$ cat src/rtl/ahb_lite_master_usb_pkg.sv
// ============================================================================
// usb_ahb_pkg : AHB-Lite constants and master state encoding
// Revision    : 1.0
// ============================================================================
`default_nettype none

package usb_ahb_pkg;

    localparam logic [1:0] HTRANS_IDLE   = 2'd0;
    localparam logic [1:0] HTRANS_NONSEQ = 2'd2;

    localparam logic [1:0] HSIZE_BYTE = 2'd0;
    localparam logic [1:0] HSIZE_HALF = 2'd1;
    localparam logic [1:0] HSIZE_WORD = 2'd2;

    typedef enum logic [1:0] {
        IDLE = 2'd0,
        ADDR = 2'd1,
        DATA = 2'd2,
        RESP = 2'd3
    } master_state_e;

endpackage

`default_nettype wire

$ cat src/rtl/ahb_lite_master_usb_if.sv
// ============================================================================
// ahb_lite_master_usb_if : command/response and AHB-Lite bus bundle
// Revision               : 1.0
// ============================================================================
`default_nettype none

interface ahb_lite_master_usb_if #(
    parameter int ADDR_W = 4
);
    logic              cmd_valid;
    logic              cmd_ready;
    logic              cmd_write;
    logic [ADDR_W-1:0] cmd_addr;
    logic [1:0]        cmd_size;
    logic [31:0]       cmd_wdata;

    logic              rsp_valid;
    logic [31:0]       rsp_rdata;
    logic              rsp_error;
    logic              rsp_timeout;

    logic              hsel;
    logic [ADDR_W-1:0] haddr;
    logic [1:0]        htrans;
    logic [1:0]        hsize;
    logic              hwrite;
    logic [31:0]       hwdata;
    logic [31:0]       hrdata;
    logic              hready;
    logic              hresp;

    modport master (
        input  cmd_valid, cmd_write, cmd_addr, cmd_size, cmd_wdata,
        input  hrdata, hready, hresp,
        output cmd_ready, rsp_valid, rsp_rdata, rsp_error, rsp_timeout,
        output hsel, haddr, htrans, hsize, hwrite, hwdata
    );

    modport slave (
        output cmd_valid, cmd_write, cmd_addr, cmd_size, cmd_wdata,
        output hrdata, hready, hresp,
        input  cmd_ready, rsp_valid, rsp_rdata, rsp_error, rsp_timeout,
        input  hsel, haddr, htrans, hsize, hwrite, hwdata
    );

endinterface

`default_nettype wire

$ cat src/rtl/ahb_lite_master_usb_wait_timer.sv
// ============================================================================
// ahb_wait_timer : saturating data-phase wait-state counter with limit flag
// Revision       : 1.0
// ============================================================================
`default_nettype none

module ahb_wait_timer #(
    parameter int LIMIT = 16,
    parameter int CNT_W = 5
) (
    input  logic clk,
    input  logic n_rst,
    input  logic clear,
    input  logic inc,
    output logic limit_reached
);

    localparam logic [CNT_W-1:0] C_LIMIT = CNT_W'(LIMIT);
    localparam logic [CNT_W-1:0] C_LAST  = CNT_W'(LIMIT - 1);

    logic [CNT_W-1:0] r_count;

    always_ff @(posedge clk or negedge n_rst) begin
        if (!n_rst) begin
            r_count <= '0;
        end else if (clear) begin
            r_count <= '0;
        end else if (inc && (r_count != C_LIMIT)) begin
            r_count <= r_count + CNT_W'(1);
        end
    end

    // Flags the wait cycle whose increment brings the count up to LIMIT.
    assign limit_reached = inc && (r_count >= C_LAST);

endmodule

`default_nettype wire

$ cat src/rtl/ahb_lite_master_usb.sv
// ============================================================================
// ahb_lite_master_usb : single-outstanding AHB-Lite initiator for USB regs
// Revision            : 1.0
// ============================================================================
`default_nettype none

module ahb_lite_master_usb
    import usb_ahb_pkg::*;
#(
    parameter int WAIT_LIMIT = 16,
    parameter int ADDR_W     = 4
) (
    input  logic                  clk,
    input  logic                  n_rst,
    ahb_lite_master_usb_if.master bus
);

    localparam int         C_CNT_W = $clog2(WAIT_LIMIT + 1);
    localparam logic [1:0] S_IDLE  = IDLE;
    localparam logic [1:0] S_ADDR  = ADDR;
    localparam logic [1:0] S_DATA  = DATA;
    localparam logic [1:0] S_RESP  = RESP;

    logic [1:0]        r_state;
    logic              r_write;
    logic [ADDR_W-1:0] r_addr;
    logic [1:0]        r_size;
    logic [31:0]       r_wdata;
    logic              r_err;
    logic [31:0]       r_rsp_rdata;
    logic              r_rsp_error;
    logic              r_rsp_timeout;

    logic w_accept;
    logic w_wait;
    logic w_limit;
    logic w_err_now;

    assign w_accept  = (r_state == S_IDLE) && bus.cmd_valid;
    assign w_wait    = (r_state == S_DATA) && !bus.hready;
    assign w_err_now = r_err | bus.hresp;

    ahb_wait_timer #(
        .LIMIT (WAIT_LIMIT),
        .CNT_W (C_CNT_W)
    ) u_wait_timer (
        .clk           (clk),
        .n_rst         (n_rst),
        .clear         (w_accept),
        .inc           (w_wait),
        .limit_reached (w_limit)
    );

    always_ff @(posedge clk or negedge n_rst) begin
        if (!n_rst) begin
            r_state       <= S_IDLE;
            r_write       <= 1'b0;
            r_addr        <= '0;
            r_size        <= 2'd0;
            r_wdata       <= 32'd0;
            r_err         <= 1'b0;
            r_rsp_rdata   <= 32'd0;
            r_rsp_error   <= 1'b0;
            r_rsp_timeout <= 1'b0;
        end else begin
            case (r_state)
                S_IDLE: begin
                    if (bus.cmd_valid) begin
                        r_write <= bus.cmd_write;
                        r_addr  <= bus.cmd_addr;
                        r_size  <= bus.cmd_size;
                        r_wdata <= bus.cmd_wdata;
                        r_err   <= 1'b0;
                        r_state <= S_ADDR;
                    end
                end
                S_ADDR: begin
                    if (bus.hready) begin
                        r_state <= S_DATA;
                    end
                end
                S_DATA: begin
                    if (bus.hready) begin
                        // hrdata is only looked at for clean reads
                        r_rsp_rdata   <= (!r_write && !w_err_now) ? bus.hrdata : 32'd0;
                        r_rsp_error   <= w_err_now;
                        r_rsp_timeout <= 1'b0;
                        r_state       <= S_RESP;
                    end else if (w_limit) begin
                        r_rsp_rdata   <= 32'd0;
                        r_rsp_error   <= 1'b1;
                        r_rsp_timeout <= 1'b1;
                        r_state       <= S_RESP;
                    end else if (bus.hresp) begin
                        r_err <= 1'b1;
                    end
                end
                S_RESP: begin
                    r_state <= S_IDLE;
                end
                default: begin
                    r_state <= S_IDLE;
                end
            endcase
        end
    end

    // Bus outputs decode only from state and the command latch.
    assign bus.cmd_ready   = (r_state == S_IDLE);
    assign bus.rsp_valid   = (r_state == S_RESP);
    assign bus.rsp_rdata   = r_rsp_rdata;
    assign bus.rsp_error   = r_rsp_error;
    assign bus.rsp_timeout = r_rsp_timeout;

    assign bus.hsel   = (r_state == S_ADDR);
    assign bus.htrans = (r_state == S_ADDR) ? HTRANS_NONSEQ : HTRANS_IDLE;
    assign bus.haddr  = (r_state == S_ADDR) ? r_addr : '0;
    assign bus.hsize  = (r_state == S_ADDR) ? r_size : 2'd0;
    assign bus.hwrite = (r_state == S_ADDR) ? r_write : 1'b0;
    assign bus.hwdata = ((r_state == S_DATA) && r_write) ? r_wdata : 32'd0;

endmodule

`default_nettype wire

$ cat src/flat_wrapper.sv
// flat-port wrapper written by rule: the top's interface ports become plain ports
module ahb_lite_master_usb_flat import usb_ahb_pkg::*;
#(
    parameter int WAIT_LIMIT = 16,
    parameter int ADDR_W     = 4
)
  (clk, n_rst, bus_cmd_valid, bus_cmd_write, bus_cmd_addr, bus_cmd_size, bus_cmd_wdata, bus_hrdata, bus_hready, bus_hresp, bus_cmd_ready, bus_rsp_valid, bus_rsp_rdata, bus_rsp_error, bus_rsp_timeout, bus_hsel, bus_haddr, bus_htrans, bus_hsize, bus_hwrite, bus_hwdata);
  ahb_lite_master_usb_if #(.ADDR_W(ADDR_W)) bus_i ();
  input  logic clk;
  input  logic n_rst;
  input wire logic [$bits(bus_i.cmd_valid)-1:0] bus_cmd_valid;
  input wire logic [$bits(bus_i.cmd_write)-1:0] bus_cmd_write;
  input wire logic [$bits(bus_i.cmd_addr)-1:0] bus_cmd_addr;
  input wire logic [$bits(bus_i.cmd_size)-1:0] bus_cmd_size;
  input wire logic [$bits(bus_i.cmd_wdata)-1:0] bus_cmd_wdata;
  input wire logic [$bits(bus_i.hrdata)-1:0] bus_hrdata;
  input wire logic [$bits(bus_i.hready)-1:0] bus_hready;
  input wire logic [$bits(bus_i.hresp)-1:0] bus_hresp;
  output wire logic [$bits(bus_i.cmd_ready)-1:0] bus_cmd_ready;
  output wire logic [$bits(bus_i.rsp_valid)-1:0] bus_rsp_valid;
  output wire logic [$bits(bus_i.rsp_rdata)-1:0] bus_rsp_rdata;
  output wire logic [$bits(bus_i.rsp_error)-1:0] bus_rsp_error;
  output wire logic [$bits(bus_i.rsp_timeout)-1:0] bus_rsp_timeout;
  output wire logic [$bits(bus_i.hsel)-1:0] bus_hsel;
  output wire logic [$bits(bus_i.haddr)-1:0] bus_haddr;
  output wire logic [$bits(bus_i.htrans)-1:0] bus_htrans;
  output wire logic [$bits(bus_i.hsize)-1:0] bus_hsize;
  output wire logic [$bits(bus_i.hwrite)-1:0] bus_hwrite;
  output wire logic [$bits(bus_i.hwdata)-1:0] bus_hwdata;
  assign bus_i.cmd_valid = bus_cmd_valid;
  assign bus_i.cmd_write = bus_cmd_write;
  assign bus_i.cmd_addr = bus_cmd_addr;
  assign bus_i.cmd_size = bus_cmd_size;
  assign bus_i.cmd_wdata = bus_cmd_wdata;
  assign bus_i.hrdata = bus_hrdata;
  assign bus_i.hready = bus_hready;
  assign bus_i.hresp = bus_hresp;
  assign bus_cmd_ready = bus_i.cmd_ready;
  assign bus_rsp_valid = bus_i.rsp_valid;
  assign bus_rsp_rdata = bus_i.rsp_rdata;
  assign bus_rsp_error = bus_i.rsp_error;
  assign bus_rsp_timeout = bus_i.rsp_timeout;
  assign bus_hsel = bus_i.hsel;
  assign bus_haddr = bus_i.haddr;
  assign bus_htrans = bus_i.htrans;
  assign bus_hsize = bus_i.hsize;
  assign bus_hwrite = bus_i.hwrite;
  assign bus_hwdata = bus_i.hwdata;
  ahb_lite_master_usb #(.WAIT_LIMIT(WAIT_LIMIT), .ADDR_W(ADDR_W)) u_core (.clk(clk), .n_rst(n_rst), .bus(bus_i));
endmodule
$ cat config.mk
export PLATFORM = sky130hd
export DESIGN_NAME = ahb_lite_master_usb_flat
export DESIGN_NICKNAME = d
export VERILOG_FILES = /design/src/rtl/ahb_lite_master_usb_pkg.sv /design/src/rtl/ahb_lite_master_usb_if.sv /design/src/rtl/ahb_lite_master_usb_wait_timer.sv /design/src/rtl/ahb_lite_master_usb.sv /design/src/flat_wrapper.sv
export SDC_FILE = /design/constraint.sdc
export NUM_CORES = 1
export LEC_CHECK = 0
export CAP_MARGIN = 0
export CORE_UTILIZATION = 47
export CTS_BUF_LIST = sky130_fd_sc_hd__clkbuf_4 sky130_fd_sc_hd__clkbuf_8
export DETAILED_ROUTE_END_ITERATION = 6
export PLACE_DENSITY_LB_ADDON = 0.3
export RECOVER_POWER = 50
export SLEW_MARGIN = 40
export SYNTH_ARGS = -nofsm -noshare
export SYNTH_HDL_FRONTEND = slang
export SYNTH_SLANG_ARGS = --single-unit
$ cat constraint.sdc
create_clock -name clk -period 3.2 [get_ports clk]
set_input_delay 0.64 -clock clk [delete_from_list [all_inputs] [get_ports clk]]
set_output_delay 0.64 -clock clk [all_outputs]
set_load 0.02 [all_outputs]
==> results of run 1 <==
cell type report:
class | instances | share of cell area, %
clock inverters | 5 | 1.924
repair buffers | 156 | 29.18
flip-flops and latches | 81 | 38.02
clock buffers | 11 | 2.721
multi-input cells | 156 | 25.33
inverters | 7 | 0.4926
well taps | 99 | 2.322
worst max-delay path, stage by stage, from the launching register on:
cell             delay (ps)
dfrtp_1                 420
inv_1                   110
ha_1                    340
buf_12                  210
and3_1                  180
clkdlybuf4s50_1         640
logic make-up after synthesis:
logic type,share of synthesized area [%]
AO/OA/AOI/OAI,12.25
XOR/XNOR,0.4944
adder cells (fa/ha/maj),2.825
buffers and inverters,4.379
flip-flops,57.20
multiplexers,12.99
other,0.1058
AND/OR/NAND/NOR,9.746
per-layer routing:
metal  vias up  wire [um]  track usage (%)
met1      1328       3670            27.95
met5         -          0                0
li1       1243          -                -
met2       114       3829            33.71
met4         0        142            8.944
met3        15        794            7.463
power by group through the flow:
stage | clock network [mW] | registers, mW | logic [mW]
final | 0.897 | 1.81 | 2.29
after global routing | 0.963 | 1.88 | 2.46
after CTS | 0.918 | 1.82 | 2.35
after floorplan | 0 | 1.94 | 1.20
after detailed placement | 0 | 1.83 | 2.34
after global placement | 0 | 1.80 | 2.29
flip-flops by register name, summed over array words and instances, names as in the netlist:
signal,cells
u_core.r_addr,4
u_core.r_wdata,32
u_core.r_state,2
u_core.bus.rsp_error,1
u_core.r_write,1
u_core.u_wait_timer.r_count,5
u_core.r_size,2
u_core.r_err,1
u_core.bus.rsp_timeout,1
u_core.bus.rsp_rdata,32
per-stage QoR:
step           cells  hold slack, ps  setup slack [ps]  instance area [um2]
2_1_floorplan    263           344.4              1262                 3543
3_3_place_gp     499           479.1             739.3                 5112
3_5_place_dp     499           484.1             675.1                 5116
4_1_cts          515           359.3             283.1                 5364
5_1_grt          515           505.3             207.4                 5334
6_report         515           495.4             330.6                 5334
placed cells by master (no fill, tap or decap), drive strengths merged, types with 3 or more instances in the layout:
cell / n
nor2: 3
bufinv: 3
clkdlybuf4s50: 144
dfrtp: 81
inv: 7
dlygate4sd3: 7
nand2: 5
clkbuf: 13
mux2: 40
and2: 8
buf: 3
a22o: 32
ha: 8
o21ai: 3
and3: 33
a21oi: 10
worst paths after layout:
path	from	to	slack [ps]	cells past startpoint
worst max register to register	u_core.r_state[0]	u_core.r_wdata[3]	820	5
worst max-delay path	u_core.r_state[0]	bus_hwdata[28]	330	5
max in group asynchronous	n_rst	u_core.r_write	1010	1
min in group asynchronous	n_rst	u_core.bus.rsp_rdata[20]	850	1
worst min register to register	u_core.bus.rsp_rdata[31]	u_core.bus.rsp_rdata[31]	500	1
worst min-delay path	u_core.bus.rsp_rdata[31]	u_core.bus.rsp_rdata[31]	500	1
==> impl_metrics.env, run 1 <==
export IMPL_status="finished, violations left"
export IMPL_violations="max-capacitance violations, max-slew violations"
export IMPL_total_power_mw=4.998
export IMPL_area_delta_synth_final_pct=50.53
export IMPL_finalWeightedCongestion=0.7739
export IMPL_ys_ff_latch=81
export IMPL_drc=0
export IMPL_yosysTopAreaCellShare_pct=57.20
export IMPL_grtUsageTotal_pct=21.73
export IMPL_via_per_inst=5.243
export IMPL_combPwrFrac_pct=45.8
export IMPL_period_needed_ps=2869
export IMPL_overflow=0
export IMPL_period_share_pct=89.67
export IMPL_power_static_leakage_nw=2.426
export IMPL_grt_pass1_wl_mm=12.96
export IMPL_switchingPower_mw=1.730
export IMPL_syn_area_per_cell_um2=13.47
export IMPL_synth_top_flop_cell="dfrtp_1"
export IMPL_yosys_area_top_type="dfrtp_1"
export IMPL_async_flop_share_pct=100.0
export IMPL_synth_edf_count=0
export IMPL_wl_mm=8.436
export IMPL_synth_seq_area_share_pct=57.20
export IMPL_coreArea_um2=7253
export IMPL_crit_type="reg2out"
export IMPL_num_fill_cells=523
export IMPL_ys_warn_count=0
export IMPL_dr_pass1_iters=4
export IMPL_cts_buffers=9
export IMPL_setup_worst_path_start_class="flip-flop"
export IMPL_die_h_um=88.83
export IMPL_cts_tree="built"
export IMPL_die_w_um=88.83
export IMPL_drive_gt1_share_pct=23.80
export IMPL_finClkSkew_ps=9.944
export IMPL_ctsHtreeMaxLevel=3
export IMPL_p_int_mw=3.267
export IMPL_vias=2700
export IMPL_crit_fanout=33
export IMPL_worstPathArrival_ps=2230
export IMPL_final_util_pct=73.54
export IMPL_io_pins=154
export IMPL_cts_sinks=81
export IMPL_cap_viol_max_count=1
export IMPL_rsz0062_at_grt="no"
export IMPL_grt_start_max_net_pins=82
export IMPL_finalHoldViolCount=0
export IMPL_antenna_found_initial=0
export IMPL_seq_area_um2=2028
export IMPL_antennaDiodeCount=0
export IMPL_synth_most_common_cell="dfrtp_1"
export IMPL_start_util_pct=48.85
export IMPL_multi_input_area_um2=1351
export IMPL_maxSlewViolCount=82
export IMPL_cts_repair_resized=0
export IMPL_cts_setup_buffers=0
export IMPL_cts_hold_buffers=0
export IMPL_max_freq_ghz=0.3485
export IMPL_setup_viol=0
export IMPL_synth_top_cells_by_area="dfrtp_1 (57%), mux2_2 (13%), a22o_2 (8.2%), and3_1 (5.3%), ha_1 (2.8%)"
export IMPL_synth_cells=263
export IMPL_synth_distinct_cells=32
export IMPL_ir_drop_mv=0.5436
export IMPL_worstMarginPinSlew_ps=1995
export IMPL_final_nets=495
export IMPL_clk_pin_slew_ps=70
export IMPL_row_count=31
export IMPL_sw_frac_of_total_pct=34.62
export IMPL_wl_per_cell_um=16.38
export IMPL_setup_tns_ps=0
export IMPL_drtIter0Drc=92
export IMPL_relSlewSlack_pct=-32.99
export IMPL_grt_pass1_vias=2643
export IMPL_cts_root_buf="clkbuf_8"
export IMPL_power_per_cell_area_nw_per_um2=936.9
export IMPL_seq_power_share_pct=36.3
export IMPL_dieArea_um2=7891
export IMPL_clk_path_buf_depth=2
export IMPL_yosys_top_cells_count="dfrtp_1 (81), mux2_2 (40), and3_1 (30)"
export IMPL_clockPowerShare_pct=17.9
export IMPL_synth_nets=347
export IMPL_cp_end_kind="output pin"
export IMPL_hpwl_mm=5.774
export IMPL_io_buffers=152
export IMPL_crit_required_ps=2560
export IMPL_syn_area_um2=3543
export IMPL_clkLatencyLatePin_ps=330
export IMPL_antenna_left=0
export IMPL_holdCritPathClass="reg2reg"
(Power assumes the default switching activity.)
==> run 2: changes to the inputs <==
CELL_PAD_IN_SITES_DETAIL_PLACEMENT = 1   (was unset)
CELL_PAD_IN_SITES_GLOBAL_PLACEMENT = 1   (was unset)
CORE_UTILIZATION = 36   (was 47)
==> impl_metrics.env, run 2 (same netlist as run 1, synthesis figures left out) <==
export IMPL_fin_area_um2=5346
export IMPL_clk_pin_slew_ps=90
export IMPL_crit_fanout=33
export IMPL_cts_repair_resized=0
export IMPL_reg2reg_slack_ps=1160
export IMPL_die_w_um=101.2
export IMPL_hpwl_mm=6.605
export IMPL_final_cell_mix="clkdlybuf4s50_1 (122), dfrtp_1 (80), mux2_2 (40), and3_1 (30)"
export IMPL_worstPathArrival_ps=2400
export IMPL_cap_viol_max_count=1
export IMPL_worstSetupStartpoint="u_core.r_state[0]"
export IMPL_io_buffers=152
export IMPL_relSlewSlack_pct=-47.62
export IMPL_overflow=0
export IMPL_clk_path_buf_depth=2
export IMPL_rsz0062_at_grt="no"
export IMPL_period_needed_ps=3044
export IMPL_setup_tns_ps=0
export IMPL_io_pins=154
export IMPL_cp_end_kind="output pin"
export IMPL_wl_mm=9.473
export IMPL_sw_frac_of_total_pct=36.27
export IMPL_status="finished, violations left"
export IMPL_period_share_pct=95.12
export IMPL_finalHoldViolCount=0
export IMPL_drtIter0Drc=48
export IMPL_setup_worst_path_start_class="flip-flop"
export IMPL_r2r_end="u_core.bus.rsp_rdata[13]"
export IMPL_cts_sinks=81
export IMPL_rr_worst_depth=8
export IMPL_cts_tree="built"
export IMPL_maxSlewViolCount=41
export IMPL_grtUsageTotal_pct=19.08
export IMPL_via_per_inst=4.967
export IMPL_drive_gt1_share_pct=23.32
export IMPL_setup_viol=0
export IMPL_power_per_cell_area_nw_per_um2=914.6
export IMPL_endpoint="bus_hwdata[0]"
export IMPL_post_place_ws_ps=523.8
export IMPL_path_cells="inv_1, ha_1, buf_4, and3_2, clkdlybuf4s50_1"
export IMPL_coreArea_um2=9371
export IMPL_final_common_cell="clkdlybuf4s50_1"
export IMPL_vias=2707
export IMPL_crit_type="reg2out"
export IMPL_power_static_leakage_nw=2.475
export IMPL_placed_cells=529
export IMPL_dr_pass1_iters=4
export IMPL_combPwrFrac_pct=45.9
export IMPL_max_freq_ghz=0.3285
export IMPL_clkLatencyLatePin_ps=350
export IMPL_antennaDiodeCount=0
export IMPL_seq_power_share_pct=37.2
export IMPL_start_util_pct=37.81
export IMPL_crit_path_top_delay_cell="clkdlybuf4s50_1"
export IMPL_final_util_pct=57.05
export IMPL_total_power_mw=4.890
export IMPL_dieArea_um2=10240
export IMPL_ctsHtreeMaxLevel=3
export IMPL_finalWeightedCongestion=0.7529
export IMPL_worstMarginPinSlew_ps=2214
export IMPL_antenna_left=0
export IMPL_grt_pass1_vias=2947
export IMPL_critPathMaxStageDelay_ps=620
export IMPL_cts_setup_buffers=0
export IMPL_wl_per_cell_um=17.38
export IMPL_cts_buffers=9
export IMPL_grt_pass1_wl_mm=14.98
export IMPL_die_h_um=101.2
export IMPL_holdWs_ps=497.7
export IMPL_r2r_start="u_core.u_wait_timer.r_count[0]"
export IMPL_final_nets=496
export IMPL_clockPowerShare_pct=16.9
export IMPL_violations="max-capacitance violations, max-slew violations"
export IMPL_p_int_mw=3.116
export IMPL_switchingPower_mw=1.774
export IMPL_placed_cell_area_um2=5130
export IMPL_area_delta_synth_final_pct=50.88
export IMPL_setup_slack_ps=156.0
export IMPL_ir_drop_mv=0.3528
export IMPL_layout_cells_non_filler=545
export IMPL_row_count=35
export IMPL_cts_hold_buffers=0
export IMPL_cts_root_buf="clkbuf_8"
export IMPL_antenna_found_initial=0
export IMPL_holdCritPathClass="reg2reg"
export IMPL_finClkSkew_ps=12.20
export IMPL_drc=0
export IMPL_grt_start_max_net_pins=82
export IMPL_crit_required_ps=2560
run 2: worst min path at each step:
stage	start	to	slack (ps)	cells past startpoint
global placement	u_core.r_wdata[15]	u_core.r_wdata[15]	480	1
global route	u_core.bus.rsp_rdata[7]	u_core.bus.rsp_rdata[7]	510	1
detailed placement	u_core.bus.rsp_rdata[5]	u_core.bus.rsp_rdata[5]	480	1
CTS	n_rst	u_core.bus.rsp_rdata[18]	360	1
floorplan	n_rst	u_core.bus.rsp_error	340	0
finish	u_core.bus.rsp_rdata[14]	u_core.bus.rsp_rdata[14]	500	1
run 2: worst max-delay path: cells and delay by family (launching register included):
kind	cells	cell delay (ps)
and+or+nand+nor	1	240
buffers and inverters	3	1090
adders and majority gates	1	300
DFF	1	420
run 2: power by group through the flow:
stage          Combinational (mW)  Clock [mW]  Sequential, mW
2_1_floorplan                1.20           0            1.94
6_report                     2.25       0.827            1.82
3_3_place_gp                 2.26           0            1.81
4_1_cts                      2.35       0.858            1.83
5_1_grt                      2.42       0.891            1.89
3_5_place_dp                 2.33           0            1.84
run 2: routing by layer:
metal	part of all wire [%]	up-vias	track usage, %
met5	0	-	0
met4	0.87	0	6.689
met3	8.3	9	6.211
met2	49	110	31.71
met1	42	1351	23.34
li1	-	1237	-
run 2: layout make-up:
type	instances	area [um2]
clock buffer	10	137.6
clock inverter	5	80.08
fill	989	4025
inverter	7	26.28
multi-input combinational	156	1348
sequential	81	2028
tap	129	161.4
timing repair buffer	157	1565
